$ cat src/rtl/icache_dm_pkg.sv
// Shared defaults and refill FSM state encoding for the direct-mapped instruction cache.
package icache_dm_pkg;
  localparam int ICACHE_LINE_WORDS = 4;
  localparam int ICACHE_NUM_LINES  = 16;

  typedef enum logic {
    ICS_IDLE   = 1'b0,
    ICS_REFILL = 1'b1
  } ics_state_e;
endpackage

$ cat src/rtl/icache_refill_fsm.sv
// Line refill sequencer: walks words 0..LINE_WORDS-1 of the missing line over the
// req/ack memory port and produces the array write strobes for the cache top.
module icache_refill_fsm
  import icache_dm_pkg::*;
#(
  parameter int LINE_WORDS = ICACHE_LINE_WORDS,
  parameter int NUM_LINES  = ICACHE_NUM_LINES,
  localparam int OFF_W = $clog2(LINE_WORDS),
  localparam int IDX_W = $clog2(NUM_LINES),
  localparam int TAG_W = 30 - OFF_W - IDX_W
) (
  input  logic             clk,
  input  logic             rst,
  input  logic             miss_i,
  input  logic [TAG_W-1:0] miss_tag_i,
  input  logic [IDX_W-1:0] miss_idx_i,
  input  logic             flush_i,
  input  logic             imem_ack_i,
  output logic             busy_o,
  output logic             imem_req_o,
  output logic [31:0]      imem_addr_o,
  output logic             wr_en_o,
  output logic [IDX_W-1:0] wr_idx_o,
  output logic [OFF_W-1:0] wr_off_o,
  output logic [TAG_W-1:0] wr_tag_o,
  output logic             line_done_o,
  output logic             line_valid_o
);
  ics_state_e       state_q;
  logic [OFF_W-1:0] cnt_q;
  logic [OFF_W-1:0] cnt_nxt;
  logic             kill_q;
  logic             req_q;
  logic [31:0]      addr_q;
  logic [TAG_W-1:0] line_tag_q;
  logic [IDX_W-1:0] line_idx_q;
  logic             ack;
  logic             last;
  logic             start;

  // An ack only counts while a request is outstanding.
  assign ack     = req_q & imem_ack_i;
  assign last    = ack & (cnt_q == OFF_W'(LINE_WORDS - 1));
  assign cnt_nxt = cnt_q + OFF_W'(1);
  assign start   = (state_q == ICS_IDLE) & miss_i & ~flush_i;

  always_ff @(posedge clk) begin
    if (rst) begin
      state_q <= ICS_IDLE;
      cnt_q   <= '0;
      kill_q  <= 1'b0;
      req_q   <= 1'b0;
      addr_q  <= '0;
    end else begin
      case (state_q)
        ICS_IDLE: begin
          if (start) begin
            state_q <= ICS_REFILL;
            cnt_q   <= '0;
            kill_q  <= 1'b0;
            req_q   <= 1'b1;
            addr_q  <= {miss_tag_i, miss_idx_i, {OFF_W{1'b0}}, 2'b00};
          end
        end
        ICS_REFILL: begin
          if (flush_i) kill_q <= 1'b1;
          if (ack) begin
            cnt_q <= cnt_nxt;
            if (last) begin
              state_q <= ICS_IDLE;
              req_q   <= 1'b0;
              kill_q  <= 1'b0;
            end else begin
              addr_q <= {line_tag_q, line_idx_q, cnt_nxt, 2'b00};
            end
          end
        end
      endcase
    end
  end

  always_ff @(posedge clk) begin
    if (start) begin
      line_tag_q <= miss_tag_i;
      line_idx_q <= miss_idx_i;
    end
  end

  assign busy_o       = (state_q == ICS_REFILL);
  assign imem_req_o   = req_q;
  assign imem_addr_o  = addr_q;
  assign wr_en_o      = ack;
  assign wr_idx_o     = line_idx_q;
  assign wr_off_o     = cnt_q;
  assign wr_tag_o     = line_tag_q;
  assign line_done_o  = last;
  // A flush landing on the final ack must also keep the line invalid.
  assign line_valid_o = last & ~kill_q & ~flush_i;
endmodule

$ cat src/rtl/icache_dm.sv
// Direct-mapped read-only instruction cache: same-cycle hits, stalled whole-line refill on miss.
module icache_dm
  import icache_dm_pkg::*;
#(
  parameter int LINE_WORDS = ICACHE_LINE_WORDS,
  parameter int NUM_LINES  = ICACHE_NUM_LINES
) (
  input  logic        clk,
  input  logic        rst,
  input  logic        inst_ren,
  input  logic [31:0] inst_addr,
  output logic [31:0] inst_data,
  output logic        inst_stall,
  input  logic        flush,
  output logic        imem_req,
  output logic [31:0] imem_addr,
  input  logic        imem_ack,
  input  logic [31:0] imem_rdata
);
  localparam int OFF_W = $clog2(LINE_WORDS);
  localparam int IDX_W = $clog2(NUM_LINES);
  localparam int TAG_W = 30 - OFF_W - IDX_W;

  logic [OFF_W-1:0] off;
  logic [IDX_W-1:0] idx;
  logic [TAG_W-1:0] tag;
  logic             hit;
  logic             busy;
  logic             wr_en;
  logic [IDX_W-1:0] wr_idx;
  logic [OFF_W-1:0] wr_off;
  logic [TAG_W-1:0] wr_tag;
  logic             line_done;
  logic             line_valid;
  logic             unused_addr_lsb;

  logic [NUM_LINES-1:0] valid_q;
  logic [TAG_W-1:0]     tag_q  [NUM_LINES];
  logic [31:0]          data_q [NUM_LINES*LINE_WORDS];

  assign off = inst_addr[OFF_W+1:2];
  assign idx = inst_addr[OFF_W+IDX_W+1:OFF_W+2];
  assign tag = inst_addr[31:OFF_W+IDX_W+2];
  assign unused_addr_lsb = ^inst_addr[1:0];

  assign hit        = inst_ren & valid_q[idx] & (tag_q[idx] == tag);
  assign inst_data  = hit ? data_q[{idx, off}] : 32'h0;
  assign inst_stall = busy | (inst_ren & ~hit);

  icache_refill_fsm #(
    .LINE_WORDS(LINE_WORDS),
    .NUM_LINES (NUM_LINES)
  ) u_refill (
    .clk         (clk),
    .rst         (rst),
    .miss_i      (inst_ren & ~hit),
    .miss_tag_i  (tag),
    .miss_idx_i  (idx),
    .flush_i     (flush),
    .imem_ack_i  (imem_ack),
    .busy_o      (busy),
    .imem_req_o  (imem_req),
    .imem_addr_o (imem_addr),
    .wr_en_o     (wr_en),
    .wr_idx_o    (wr_idx),
    .wr_off_o    (wr_off),
    .wr_tag_o    (wr_tag),
    .line_done_o (line_done),
    .line_valid_o(line_valid)
  );

  always_ff @(posedge clk) begin
    if (rst) begin
      valid_q <= '0;
    end else if (flush) begin
      valid_q <= '0;
    end else if (line_valid) begin
      valid_q[wr_idx] <= 1'b1;
    end
  end

  // Tag and data storage carry no reset; valid_q alone qualifies them.
  always_ff @(posedge clk) begin
    if (wr_en) data_q[{wr_idx, wr_off}] <= imem_rdata;
    if (line_done) tag_q[wr_idx] <= wr_tag;
  end
endmodule

$ cat config.mk
export PLATFORM = sky130hd
export DESIGN_NAME = icache_dm
export DESIGN_NICKNAME = d
export VERILOG_FILES = /design/src/rtl/icache_dm_pkg.sv /design/src/rtl/icache_refill_fsm.sv /design/src/rtl/icache_dm.sv
export SDC_FILE = /design/constraint.sdc
export NUM_CORES = 2
export LEC_CHECK = 0
export BUFFER_PORTS_ARGS = -buffer_cell sky130_fd_sc_hd__buf_2
export CORE_AREA = 2 2 383 385
export CTS_CLUSTER_DIAMETER = 80
export DETAILED_ROUTE_END_ITERATION = 6
export DIE_AREA = 0 0 385 387
export PLACE_DENSITY = 0.84
export SKIP_LAST_GASP = 1
export SLEW_MARGIN = 20
export SYNTH_ARGS = -nofsm -noshare
export SYNTH_HDL_FRONTEND = slang
export SYNTH_SLANG_ARGS = --single-unit
export TNS_END_PERCENT = 1
$ cat constraint.sdc
create_clock -name clk -period 9.6 [get_ports clk]
set_input_delay 0.48 -clock clk [delete_from_list [all_inputs] [get_ports clk]]
set_output_delay 0.48 -clock clk [all_outputs]
set_load 0.005 [all_outputs]
==> summary.txt <==
Finish
  – Fill cell total of the finished layout: 6,752
  – Register cell area after layout: 0.0749 sq mm
  – Nets: 4,407
  – Share of cells above drive strength 1: 31.1%
  – Synth-to-Final Area Change: 11.6%
  – Layout Cells excl Fill: 6,470
  – Area of the multi-input gates: 0.0212 sq mm
  – Most common cell after layout, fill and taps aside: edfxtp_1
  – Most frequent cells in the layout: edfxtp_1 (2,460), mux4_2 (735), clkbuf_16 (236), buf_4 (127), mux2i_1 (116)

Worst setup path
  – CP Capture Type: output port
  – Launch point of the worst reg-to-reg path: tag_q[15][2]
  – CP cell instances: buf_8, buf_4, mux4_2, nand2_1, and2_1, a221oi_1, o2111ai_1, a2111oi_4, and3_2, buf_4, and2_1, buf_2
  – CP Data Arrival Time: 6.80 ns
  – R2R cell count: 10
  – Worst stage delay on the critical path: 0.96 ns
  – Critical path launch point type: primary input
  – Required @ worst endpoint: 9.12 ns
  – Reg2Reg Setup Slack: 4.28 ns
  – Crit path launch: inst_addr[4]
  – Critical path class: in -> out
  – Worst r2r dst: u_refill.imem_addr_o[18]
  – CP endpoint: inst_data[0]
  – CP max stage cell: buf_4
  – Critical path fanouts, max: 89

Drt
  – DRC: 33
  – Via count: 52,000
  – Final WL: 307,000 um
  – Avg WL per Cell: 47.5 um
  – Final antenna-violating net count: 0
  – First-pass DRT Iterations: 7
  – Number of DRC markers in iteration 0: 11,100
  – DR vias/cell: 8.03

Logic synthesis
  – Synth Instances: 4,063
  – Top_reg_cell synth: edfxtp_1
  – Top cell type's share of synthesized area: 76.4%
  – Fraction of registers with async set/reset: 0%
  – Avg Inst Size Synth: 23.8 sq um
  – Netlist Area Pre-Place: 0.0967 sq mm
  – Largest family of logic cells by synthesized area: multiplexers
  – Mux contribution to synthesized area: 18.3%
  – Leading area contributor after synthesis: edfxtp_1
  – Post-synth EDFFs: 2,460
  – Sequential area share after synthesis: 77.5%
  – Synth cell types: 63
  – Synth Area in Compound Gates: 1.46%
  – Post-synthesis adder-cell area fraction: 0.0129%
  – Top cells by area, synth: edfxtp_1 (76%), mux4_2 (17%), mux2i_1 (1.2%)
  – Synth Area in XOR/XNOR: 0.290%
  – #FFs+latches synth: 2,511
  – Ys Warns: 0
  – Simple-gate portion of the synthesized area: 1.28%

Pwr
  – Internal Power: 17.4 mW
  – Total power per unit cell area: 207 mW/mm^2
  – P_leak: 33.9 nW
  – Worst vdd ir: 0.218 mV
  – P_sw: 4.99 mW
  – Clk network pwr share: 41.0%
  – Combinational Power Share: 5.0%
  – Design Power: 22.4 mW
  – Sequential power share: 54.0%
  – Switching Share: 22.3%

STA
  – Setup TNS: 0 ns
  – Max_slew headroom: 17.1%
  – Final hold vios: 0
  – Clock skew: 0.0907 ns
  – Maximum clock rate: 0.137 GHz
  – Worst-Margin Slew: 1.24 ns
  – RSZ-0062 raised after global routing: false
  – Fin Hold WS: 0.102 ns
  – Final setup viols: 0
  – Fin. max-slew vios: 0
  – Period utilization: 75.8%
  – Min Tclk post-route: 7.28 ns

Hold path
  – Hold Crit Class: in -> reg

CTS
  – CTS tree: built
  – CTS max path bufs: 3
  – Post_cts resized: 0
  – Worst skew pair latency: 0.91 ns
  – Sink Count: 2,511
  – Post-CTS setup buffers: 0
  – TritonCTS Buffers: 229
  – Clk pin slew, worst setup/hold paths: 0.06 ns
  – # H-tree levels: 4
  – Root buf cell: clkbuf_16

Floorplan
  – Die W: 385 um
  – Core Area: 0.145 sq mm
  – Die height: 387 um
  – Die area: 0.149 sq mm
  – I/O pins: 135
  – Initial core utilization: 66.7%
  – Row count: 140

Placed design
  – Dpl hpwl: 145,000 um
  – Post-Place Cells: 5,993
  – RePlAce Congestion: 0.816
  – I/O Buffers: 130

Global routing
  – Remaining global-route overflow: 0
  – Vias in the first global route: 52,000
  – Initial antenna violation count: 43
  – Largest net degree at the start of global routing: 157
  – Wire length of the first global-routing pass: 418,000 um
  – Global router's overall resource usage: 41.6%

Flow run
  – Max cap viols: 0

Run status
  – Failing checks: design-rule violations
  – Status: complete, but fails checks
-- synth_stat cells, types with 5 or more instances --
cell type,n
a2111oi_0,5
a211oi_2,26
a21oi_1,17
a221oi_1,8
a22o_1,9
a22oi_1,24
a31oi_1,8
and2_1,36
and3_1,6
buf_1,47
buf_2,10
buf_4,10
buf_6,8
clkbuf_1,146
dfxtp_1,51
edfxtp_1,2460
inv_1,31
mux2i_1,116
mux4_2,735
nand2_1,33
nand3_1,18
nand4_1,6
nor2_1,108
nor2b_1,8
nor3_1,8
nor4_1,5
o211a_1,29
xnor2_1,26
xor2_1,6
-- cells by family after synthesis --
group / after synthesis
AO/OA/AOI/OAI: 157
multiplexers: 852
other: 1
adder cells (fa/ha/maj): 1
flip-flops: 2511
AND/OR/NAND/NOR: 253
buffers and inverters: 256
XOR/XNOR: 32
-- worst min path at each step --
stage / slack [ns] / to / from / depth (start not counted)
after floorplan: 0.43 / valid_q[10] / valid_q[10] / 2
after global placement: 0.44 / u_refill.imem_addr_o[31] / u_refill.imem_addr_o[31] / 2
after detailed placement: 0.44 / u_refill.imem_addr_o[31] / u_refill.imem_addr_o[31] / 2
after CTS: 0.05 / u_refill.kill_q / flush / 3
after global routing: 0.08 / u_refill.kill_q / flush / 3
final: 0.10 / u_refill.kill_q / flush / 3
-- per-layer routing --
metal,up-vias,share of wire [%],global-route usage (%),wire length (um)
li1,18000,-,-,-
met1,26000,29,51.6,88900
met4,26,8.5,27.1,26100
met3,1670,15,13.3,46900
met2,6230,47,64.0,145000
met5,-,0.054,0,166
-- repair_timing --
action | in CTS | in global routing
hold endpoints to repair | 25 | 16
hold buffers | 25 | 1
endpoints found under the setup margin | 0 | 0
-- worst max-delay path: cells and delay by family --
kind | cells | cell delay (ns)
muxes | 1 | 0.41
AOI/OAI and AO/OA | 3 | 2.29
and+or+nand+nor | 4 | 0.96
buffers and inverters | 4 | 2.40
-- state kept, by name, indices dropped and copies added, names as in the netlist --
| name | flops |
|---|---|
| u_refill.kill_q | 1 |
| u_refill.wr_idx_o | 4 |
| u_refill.wr_tag_o | 24 |
| u_refill.imem_req_o | 1 |
| u_refill.imem_addr_o | 30 |
| data_q | 2048 |
| tag_q | 384 |
| u_refill.busy_o | 1 |
| valid_q | 16 |
| u_refill.wr_off_o | 2 |
-- power groups by stage --
stage                     clock network (mW)  registers, mW  logic, mW
after floorplan                            0           12.3      0.605
after CTS                               9.08           12.1       1.07
after detailed placement                   0           12.3       1.01
after global routing                    9.46           12.1       1.13
after global placement                     0           12.3      0.966
final                                   9.18           12.1       1.12
-- final cells by class --
cell class	instances	share of cell area, %
inverter	32	0.114
timing repair buffer	266	1.82
multi-input combinational	1297	19.7
antenna	23	0.0533
sequential	2511	69.4
clock inverter	133	1.06
tap	1917	2.22
clock buffer	291	5.67
-- through the flow --
stage          setup WS (ns)  utilization [%]  instance area [sq um]
2_1_floorplan           5.40                -                  96700
3_3_place_gp            3.72             69.2                 100000
3_5_place_dp            3.55             69.2                 100000
4_1_cts                 3.42             74.4                 108000
5_1_grt                 2.52             74.5                 108000
6_report                2.32             74.5                 108000
No activity file was read; power rests on OpenSTA's default activity.
